--- config.mk ---
export PLATFORM = sky130hd
export DESIGN_NAME = phase_monitor_flat
export DESIGN_NICKNAME = d
export VERILOG_FILES = /design/src/rtl/phase_monitor_pkg.sv /design/src/rtl/phase_monitor_if.sv /design/src/rtl/phase_monitor_edge_detect.sv /design/src/rtl/phase_monitor.sv /design/src/flat_wrapper.sv
export SDC_FILE = /design/constraint.sdc
export NUM_CORES = 1
export LEC_CHECK = 0
export BUFFER_PORTS_ARGS = -buffer_cell sky130_fd_sc_hd__buf_2
export CELL_PAD_IN_SITES_DETAIL_PLACEMENT = 1
export CELL_PAD_IN_SITES_GLOBAL_PLACEMENT = 1
export CORE_MARGIN = 1
export CORE_UTILIZATION = 47
export DETAILED_ROUTE_END_ITERATION = 16
export PLACE_DENSITY_LB_ADDON = 0.1
export SLEW_MARGIN = 20
export SYNTH_ARGS = -nofsm -noshare
export SYNTH_HDL_FRONTEND = slang
export SYNTH_SLANG_ARGS = --single-unit
--- constraint.sdc ---
create_clock -name clk -period 4.7 [get_ports clk]
set_clock_uncertainty 0.1 [all_clocks]
set_input_delay 0.47 -clock clk [delete_from_list [all_inputs] [get_ports clk]]
set_output_delay 0.47 -clock clk [all_outputs]
set_load 0.005 [all_outputs]
--- src/rtl/phase_monitor_pkg.sv ---
// Shared definitions for the two-phase clock monitor: FSM states and phase bit indices.
package phase_pkg;

  typedef enum logic [1:0] {
    SEARCH = 2'd0,
    EXP_P1 = 2'd1,
    EXP_P0 = 2'd2
  } state_t;

  localparam int unsigned PHI0 = 0;
  localparam int unsigned PHI1 = 1;

endpackage

--- src/rtl/phase_monitor_if.sv ---
// Phase strobe input, clear and monitor status bundle between prescaler side and monitor.
interface phase_monitor_if #(
  parameter int unsigned CNT_W = 4
);

  logic [1:0]       phase_in;
  logic             clr;
  logic             p0_rise;
  logic             p1_rise;
  logic [CNT_W-1:0] period;
  logic             period_valid;
  logic             locked;
  logic             err_overlap;
  logic             err_order;
  logic             err_timeout;

  modport master (
    output phase_in, clr,
    input  p0_rise, p1_rise, period, period_valid, locked,
    input  err_overlap, err_order, err_timeout
  );

  modport slave (
    input  phase_in, clr,
    output p0_rise, p1_rise, period, period_valid, locked,
    output err_overlap, err_order, err_timeout
  );

endinterface

--- src/rtl/phase_monitor_edge_detect.sv ---
// Two-stage sampler for one phase strobe with combinational and registered rise pulses.
module edge_detect (
  input  logic clk,
  input  logic rst,
  input  logic i_d,
  output logic o_level,
  output logic o_rise,
  output logic o_rise_q
);

  logic r_d1;
  logic r_d2;
  logic r_rise_q;
  logic w_rise;

  assign w_rise = r_d1 & ~r_d2;

  always_ff @(posedge clk or posedge rst) begin
    if (rst) begin
      r_d1     <= 1'b0;
      r_d2     <= 1'b0;
      r_rise_q <= 1'b0;
    end else begin
      r_d1     <= i_d;
      r_d2     <= r_d1;
      r_rise_q <= w_rise;
    end
  end

  assign o_level  = r_d1;
  assign o_rise   = w_rise;
  assign o_rise_q = r_rise_q;

endmodule

--- src/rtl/phase_monitor.sv ---
// Checks phi0/phi1 alternation, measures the phi0 period, tracks lock and raises sticky errors.
module phase_monitor
  import phase_pkg::*;
#(
  parameter int unsigned CNT_W  = 4,
  parameter int unsigned LOCK_N = 4
) (
  input logic           clk,
  input logic           rst,
  phase_monitor_if.slave mon
);

  localparam int unsigned      LK_W    = $clog2(LOCK_N + 1);
  localparam logic [CNT_W-1:0] CNT_MAX = '1;
  localparam logic [LK_W-1:0]  LK_FULL = LK_W'(LOCK_N);
  localparam logic [LK_W-1:0]  LK_ONE  = LK_W'(1);

  state_t           r_state;
  state_t           w_state_nxt;
  logic [CNT_W-1:0] r_cnt;
  logic [CNT_W-1:0] r_period;
  logic             r_period_valid;
  logic [LK_W-1:0]  r_lock_cnt;
  logic             r_locked;
  logic             r_first;
  logic             r_err_overlap;
  logic             r_err_order;
  logic             r_err_timeout;

  logic [1:0] w_d1;
  logic       w_r0;
  logic       w_r1;
  logic       w_p0q;
  logic       w_p1q;
  logic       w_ovl;
  logic       w_ord;
  logic       w_tmo;
  logic       w_err;
  logic       w_capture;
  logic       w_arm;

  edge_detect u_ed_phi0 (
    .clk      (clk),
    .rst      (rst),
    .i_d      (mon.phase_in[PHI0]),
    .o_level  (w_d1[PHI0]),
    .o_rise   (w_r0),
    .o_rise_q (w_p0q)
  );

  edge_detect u_ed_phi1 (
    .clk      (clk),
    .rst      (rst),
    .i_d      (mon.phase_in[PHI1]),
    .o_level  (w_d1[PHI1]),
    .o_rise   (w_r1),
    .o_rise_q (w_p1q)
  );

  // Only the highest-priority error of a cycle is flagged: overlap > order > timeout.
  always_comb begin
    w_state_nxt = r_state;
    w_capture   = 1'b0;
    w_arm       = 1'b0;
    w_ord       = 1'b0;
    w_ovl       = w_d1[PHI0] & w_d1[PHI1];
    w_tmo       = 1'b0;
    case (r_state)
      SEARCH: begin
        if (w_r0) begin
          w_state_nxt = EXP_P1;
          w_arm       = 1'b1;
        end
      end
      EXP_P1: begin
        if (w_r0)      w_ord       = 1'b1;
        else if (w_r1) w_state_nxt = EXP_P0;
      end
      EXP_P0: begin
        if (w_r1) begin
          w_ord = 1'b1;
        end else if (w_r0) begin
          w_capture   = 1'b1;
          w_state_nxt = EXP_P1;
        end
      end
      default: w_state_nxt = SEARCH;
    endcase
    if ((r_state != SEARCH) && (r_cnt == CNT_MAX)) w_tmo = 1'b1;
    w_ord = w_ord & ~w_ovl;
    w_tmo = w_tmo & ~w_ovl & ~w_ord;
    w_err = w_ovl | w_ord | w_tmo;
    if (w_err) begin
      w_state_nxt = SEARCH;
      w_capture   = 1'b0;
      w_arm       = 1'b0;
    end
  end

  always_ff @(posedge clk or posedge rst) begin
    if (rst) begin
      r_state        <= SEARCH;
      r_cnt          <= '0;
      r_period       <= '0;
      r_period_valid <= 1'b0;
      r_lock_cnt     <= '0;
      r_locked       <= 1'b0;
      r_first        <= 1'b0;
      r_err_overlap  <= 1'b0;
      r_err_order    <= 1'b0;
      r_err_timeout  <= 1'b0;
    end else begin
      r_state        <= w_state_nxt;
      r_period_valid <= w_capture;

      if (w_r0)                 r_cnt <= CNT_W'(1);
      else if (r_cnt != CNT_MAX) r_cnt <= r_cnt + CNT_W'(1);

      if (w_capture) r_period <= r_cnt;

      if (w_arm)          r_first <= 1'b1;
      else if (w_capture) r_first <= 1'b0;

      if (w_err) begin
        r_lock_cnt <= '0;
      end else if (w_capture) begin
        if (r_first || (r_cnt != r_period)) r_lock_cnt <= LK_ONE;
        else if (r_lock_cnt != LK_FULL)     r_lock_cnt <= r_lock_cnt + LK_ONE;
      end

      // Lock is dropped at the error edge itself rather than waiting for lock_cnt.
      r_locked <= ~w_err & (r_lock_cnt == LK_FULL);

      r_err_overlap <= (r_err_overlap & ~mon.clr) | w_ovl;
      r_err_order   <= (r_err_order   & ~mon.clr) | w_ord;
      r_err_timeout <= (r_err_timeout & ~mon.clr) | w_tmo;
    end
  end

  assign mon.p0_rise      = w_p0q;
  assign mon.p1_rise      = w_p1q;
  assign mon.period       = r_period;
  assign mon.period_valid = r_period_valid;
  assign mon.locked       = r_locked;
  assign mon.err_overlap  = r_err_overlap;
  assign mon.err_order    = r_err_order;
  assign mon.err_timeout  = r_err_timeout;

endmodule

--- src/flat_wrapper.sv ---
// flat-port wrapper written by rule: the top's interface ports become plain ports
module phase_monitor_flat import phase_pkg::*;
#(
  parameter int unsigned CNT_W  = 4,
  parameter int unsigned LOCK_N = 4
)
  (clk, rst, mon_phase_in, mon_clr, mon_p0_rise, mon_p1_rise, mon_period, mon_period_valid, mon_locked, mon_err_overlap, mon_err_order, mon_err_timeout);
  phase_monitor_if #(.CNT_W(CNT_W)) mon_i ();
  input logic clk;
  input logic rst;
  input wire logic [$bits(mon_i.phase_in)-1:0] mon_phase_in;
  input wire logic [$bits(mon_i.clr)-1:0] mon_clr;
  output wire logic [$bits(mon_i.p0_rise)-1:0] mon_p0_rise;
  output wire logic [$bits(mon_i.p1_rise)-1:0] mon_p1_rise;
  output wire logic [$bits(mon_i.period)-1:0] mon_period;
  output wire logic [$bits(mon_i.period_valid)-1:0] mon_period_valid;
  output wire logic [$bits(mon_i.locked)-1:0] mon_locked;
  output wire logic [$bits(mon_i.err_overlap)-1:0] mon_err_overlap;
  output wire logic [$bits(mon_i.err_order)-1:0] mon_err_order;
  output wire logic [$bits(mon_i.err_timeout)-1:0] mon_err_timeout;
  assign mon_i.phase_in = mon_phase_in;
  assign mon_i.clr = mon_clr;
  assign mon_p0_rise = mon_i.p0_rise;
  assign mon_p1_rise = mon_i.p1_rise;
  assign mon_period = mon_i.period;
  assign mon_period_valid = mon_i.period_valid;
  assign mon_locked = mon_i.locked;
  assign mon_err_overlap = mon_i.err_overlap;
  assign mon_err_order = mon_i.err_order;
  assign mon_err_timeout = mon_i.err_timeout;
  phase_monitor #(.CNT_W(CNT_W), .LOCK_N(LOCK_N)) u_core (.clk(clk), .rst(rst), .mon(mon_i));
endmodule
Word-level counts from Yosys, hierarchy flattened
Index checks and enable logic that the tools add are counted.
{"block": "totals", "reg_bits": 25, "inputBits": 5, "output_inout_bits": 11, "elab_cells": 82}
{"block": "classes", "addsub": 2, "n_eq_ne": 10, "muxes": 23, "n_bitwise": 21, "n_reduce_logical": 10}
{"op": "$mux W3", "count": 4}
{"op": "$and A1 B1 Y1", "count": 10}
{"op": "$mux W1", "count": 10}
{"op": "$mux W2", "count": 5}
{"op": "$ne A3 B2 Y1 const B", "count": 3}
{"op": "$mux W4", "count": 2}
{"op": "$reduce_bool A2 Y1", "count": 4}
{"op": "$not A1 Y1", "count": 6}
{"op": "$pmux W2 S3", "count": 1}
{"op": "$or A1 B1 Y1", "count": 5}
{"op": "$add A4 B1 Y4 const B", "count": 1}
{"op": "$eq A4 B4 Y1 const B", "count": 1}
{"op": "$ne A4 B4 Y1", "count": 1}
{"op": "$ne A4 B4 Y1 const B", "count": 1}
{"op": "$add A3 B1 Y3 const B", "count": 1}
{"op": "$eq A3 B3 Y1 const B", "count": 1}
{"op": "$ne A3 B3 Y1 const B", "count": 1}
{"op": "$reduce_and A3 Y1", "count": 1}
{"op": "$reduce_bool A3 Y1", "count": 1}
{"op": "$eq A2 B1 Y1 const B", "count": 1}
{"op": "$eq A2 B2 Y1 const B", "count": 1}
{"op": "$logic_not A2 Y1", "count": 1}
{"op": "$pmux W1 S2", "count": 1}
{"op": "$reduce_and A2 Y1", "count": 1}
{"op": "other kinds (2)", "count": 2}

Logic depth before layout (Yosys ltp)
{"block": "logic_depth", "ltp_word": 11, "depth_mapped": 7, "depth_no_buf": 6}

By module
From an unflattened synthesis, not the netlist that was laid out.
{"block": "hier_totals", "cells_unflattened": 112, "area_unflattened_um2": 1238.7}
{"module": "phase_monitor", "n_inst": 1, "cells_per_inst": 102, "area_each_um2": 1053.5, "seq_area_each_um2": 475.5}
{"module": "edge_detect", "n_inst": 2, "cells_per_inst": 5, "area_each_um2": 92.6, "seq_area_each_um2": 75.1}

Worst setup path before layout
No wires, ideal clock.
{"block": "synth_path", "path_type": "reg2reg", "startpoint": "register u_core.r_state[0]", "endpoint": "register u_core.r_period[0], in the netlist u_core.mon.period[0]", "setup_ns": 0.125, "arrival_ns": 1.669, "t_required_ns": 4.475, "path_slack_ns": 2.806, "stages_incl_launch_ff": 8, "path_buffers": 1, "synth_period_minus_slack_ns": 1.894, "path_cell_list": "dfrtp_1 inv_1 ha_1 and3b_1 o21ai_2 and3_4 buf_6 mux2_4"}
{"block": "synth_via", "elab_chain_cells": 7, "elab_cells_between_ends": 14, "classes_between": "2 x eq/ne; 4 x mux; 6 x bitwise; 2 x reduce/logical"}
{"element": "start: declaration", "line": "phase_monitor.sv:18", "text": "state_t r_state;"}
{"element": "start signal: assignment", "line": "phase_monitor.sv:113", "text": "r_state <= w_state_nxt;"}
{"element": "$eq A2 B2 Y1 (tied with other cells)", "line": "phase_monitor.sv:68", "text": "case (r_state)"}
{"element": "$pmux W1 S2 or $logic_and A1 B1 Y1 (tied branches)", "line": "phase_monitor.sv:68, phase_monitor.sv:89"}
{"element": "$and A1 B1 Y1 or $mux W1 (tied branches)", "line": "phase_monitor.sv:90, phase_monitor.sv:89"}
{"element": "$not A1 Y1 or $and A1 B1 Y1 (tied branches)", "line": "phase_monitor.sv:91", "text": "w_tmo = w_tmo & ~w_ovl & ~w_ord;"}
{"element": "$and A1 B1 Y1", "line": "phase_monitor.sv:91"}
{"element": "$or A1 B1 Y1", "line": "phase_monitor.sv:92", "text": "w_err = w_ovl | w_ord | w_tmo;"}
{"element": "$mux W1 *", "line": "phase_monitor.sv:93", "text": "if (w_err) begin"}
{"element": "via u_core.w_capture", "line": "phase_monitor.sv:39", "text": "logic w_capture;"}
{"element": "end signal: assignment", "line": "phase_monitor.sv:119", "text": "if (w_capture) r_period <= r_cnt;"}
{"element": "end: declaration", "line": "phase_monitor.sv:21", "text": "logic [CNT_W-1:0] r_period;"}
The timed path passes the listed nets; every way through them passes the cells marked *.
A chain may end at the register's enable or synchronous reset.

Worst setup path in the final report
{"block": "layout_path", "startpoint": "register u_core.r_state[0]", "endpoint": "register u_core.r_period[1], in the netlist u_core.mon.period[1]"}
{"block": "layout_via", "elab_chain_cells": 7, "elab_cells_between_ends": 14, "classes_between": "2 x eq/ne; 4 x mux; 6 x bitwise; 2 x reduce/logical"}
{"element": "$eq A2 B2 Y1 (tied with other cells)", "line": "phase_monitor.sv:68"}
{"element": "$pmux W1 S2 or $logic_and A1 B1 Y1 (tied branches)", "line": "phase_monitor.sv:68, phase_monitor.sv:89"}
{"element": "$and A1 B1 Y1 or $mux W1 (tied branches)", "line": "phase_monitor.sv:90, phase_monitor.sv:89"}
{"element": "$not A1 Y1 or $and A1 B1 Y1 (tied branches)", "line": "phase_monitor.sv:91"}
{"element": "$and A1 B1 Y1", "line": "phase_monitor.sv:91"}
{"element": "$or A1 B1 Y1", "line": "phase_monitor.sv:92"}
{"element": "$mux W1 *", "line": "phase_monitor.sv:93"}
Mark *: on every way between the ends. The rest lies on a longest branch, timed or not.

==> run metrics <==
routed vias=893; CTS max path bufs=2; drt drc=0; status=finished, final reports clean; initial cell density of the core=49.8%; Layout Nets=142; CTS root buf=clkbuf_4; vias in the first global route=a little over 900; Yosys Warn Count=0; fraction of layout cells with a size suffix above 1=between 20% and 30%; routability cong.=~0.75; CTS clock-pin slew for the worst setup and hold paths=~140 ps; Area Overhead vs Synth=9.55%; core area=between 2000 and 2500 um2; Worst EP arrival=between 2000 and 2500 ps; Ports=16; Die ar.=~2900 um2; routed vias/inst=~5.6; DRT Wirelength=between 2000 and 3000 um; total CTS buffers=3; Final WS setup=between 2000 and 3000 ps; nature of the critical path endpoint=register; RSZ-0062 raised after global routing=no; Post-CTS Resized=0; first-pass GRT wire length=~4200 um; CTS tree=yes; Leak=about 0.7 nW; HP Class=in2reg; async set-reset flop share out of synthesis=between 90% and 100%; Non-Filler Instances=~160; setup total negative slack=0 ps; worst slack at placement=2610 ps; drt initial violations=5; WL per Instance=16.5 um; Startpoint Class=register; chip width=about 53 um; chip height=about 53 um; Total GRT Usage=between 20% and 30%; Pwr Total=between 600 and 700 uW; Worst slew margin=approximately 39%; row count=18; maximum capacitance violations=0; setup repair bufs after CTS=0; Post-CTS Hold Buffers=0; main flop type after synthesis=dfrtp_1; clk sinks=25; Port-buffer cells=15; Final ANT Viol Nets=0; clk_lat worst skew=~330 ps; Slew @ Worst Pin=918 ps; Data required, critical path=between 4000 and 5000 ps; largest net degree at the start of global routing=26; cells after synthesis=between 100 and 150; Avg Synthesized Cell Area=about 11 um2; Final Hold Fails=0; count of cell types in the netlist=35; Cell Area, Placed=between 1000 and 1500 um2; dpl cells=around 160; post-layout min period=roughly 2100 ps; critical setup path kind=reg2reg; Mapped Area=1240 um2; antenna violations before repair=0; grt ovf=0; n_diodes=0; Achievable Freq=approximately 0.48 GHz; final worst-path cycle share=between 40% and 50%; Pwr Density=496 nW/um2; worst-path fanout max=7; Design Area, Final=~1400 um2; Initial DRT Pass Iterations=4; H-tree depth=1; worst vdd rail ir drop=~0.00030 V; sequential area share after synthesis=about half; flops & latches, synth=25; detailed placement HPWL=2010 um; number of synthesized flops with an enable pin=0; setup violators final=0; Syn Nets=125; fin. max-slew vios=0
[through the flow]
stage | hold slack [ps] | util (%)
floorplan | 288 | -
global placement | 302 | 53.5
detailed placement | 323 | 53.5
CTS | 143 | 54.6
global route | 129 | 54.6
finish | 151 | 54.6
[per-layer routing]
metal,part of all wire (%),global-route usage (%)
met1,42,24.3
met2,52,38.5
met3,3.1,6.03
met4,2.1,9.21
met5,0,0
[layout make-up]
class	count	area, um2
repair buffers	15	75.1
flip-flops and latches	25	626
inverters	13	48.8
clock inverters	1	5.00
well taps	30	37.5
clock buffers	3	22.5
fillers	279	1140
multi-input cells	72	549
[cells by family after synthesis]
group	after synthesis	synth area share, %
buf+inv	16	5.63
simple gates	38	17.4
xor+xnor	5	3.52
compound gates	16	9.75
fa+ha+maj	7	7.03
mux	6	6.43
flops	25	50.3
[path summary, 6_finish.rpt]
check	startpoint	endpoint	slack, ps	cells after the start
max in group asynchronous	rst	u_core.u_ed_phi1.o_level	3710	2
setup / recovery	u_core.r_state[0]	u_core.mon.period[1]	2610	6
setup reg to reg	u_core.r_state[0]	u_core.mon.period[1]	2610	6
hold / removal	mon_phase_in[1]	u_core.u_ed_phi1.o_level	150	1
hold reg to reg	u_core.u_ed_phi1.o_level	u_core.u_ed_phi1.r_d2	340	0
min in group asynchronous	rst	u_core.mon.period[3]	210	2
[critical path, cell delays in order (launching register included)]
cell     delay, ps
dfrtp_1        430
inv_1           80
ha_1           270
and3b_1        200
o21ai_2        290
and3_4         310
mux2_4         310
[power by group]
part           internal (mW)  switching, mW
Clock                 0.0320         0.0644
Sequential             0.263         0.0605
Combinational          0.120          0.137
Total                  0.415          0.262
[cells in the mapped netlist, types with 2 or more instances]
cell type	number	area share, %
inv_1	13	3.9
nand3_1	6	2.4
buf_2	2	0.80
o32ai_1	2	1.4
o22ai_1	2	1.0
nand2b_1	2	1.0
nor3_1	4	1.6
dfrtp_1	25	50
mux2_4	4	4.8
nand2_1	7	2.1
xor2_1	4	2.8
nor2_1	6	1.8
ha_1	7	7.0
mux2i_1	2	1.6
a21oi_1	3	1.2
and3b_1	2	1.4
a31oi_1	3	1.5
nand3b_1	2	1.2
[layout by cell type (no fill, tap or decap), types with 3 or more instances in the layout]
cell	instances
mux2_4	4
a21oi_1	3
clkbuf_4	3
a31oi_1	3
nor3_1	4
buf_2	15
nand2_1	7
nand3_1	6
ha_1	7
nor2_1	6
inv_1	13
xor2_1	4
dfrtp_1	25
[state kept, by name, indices dropped and copies added (netlist names)]
signal	count
u_core.u_ed_phi1.r_d2	1
u_core.u_ed_phi0.r_d2	1
u_core.mon.err_order	1
u_core.u_ed_phi1.o_level	1
u_core.r_cnt	4
u_core.mon.err_timeout	1
u_core.r_lock_cnt	3
u_core.mon.period	4
u_core.mon.period_valid	1
u_core.mon.err_overlap	1
u_core.u_ed_phi0.o_rise_q	1
u_core.r_state	2
u_core.r_first	1
u_core.u_ed_phi0.o_level	1
u_core.mon.locked	1
u_core.u_ed_phi1.o_rise_q	1
Power figures use the tool's default switching activity.
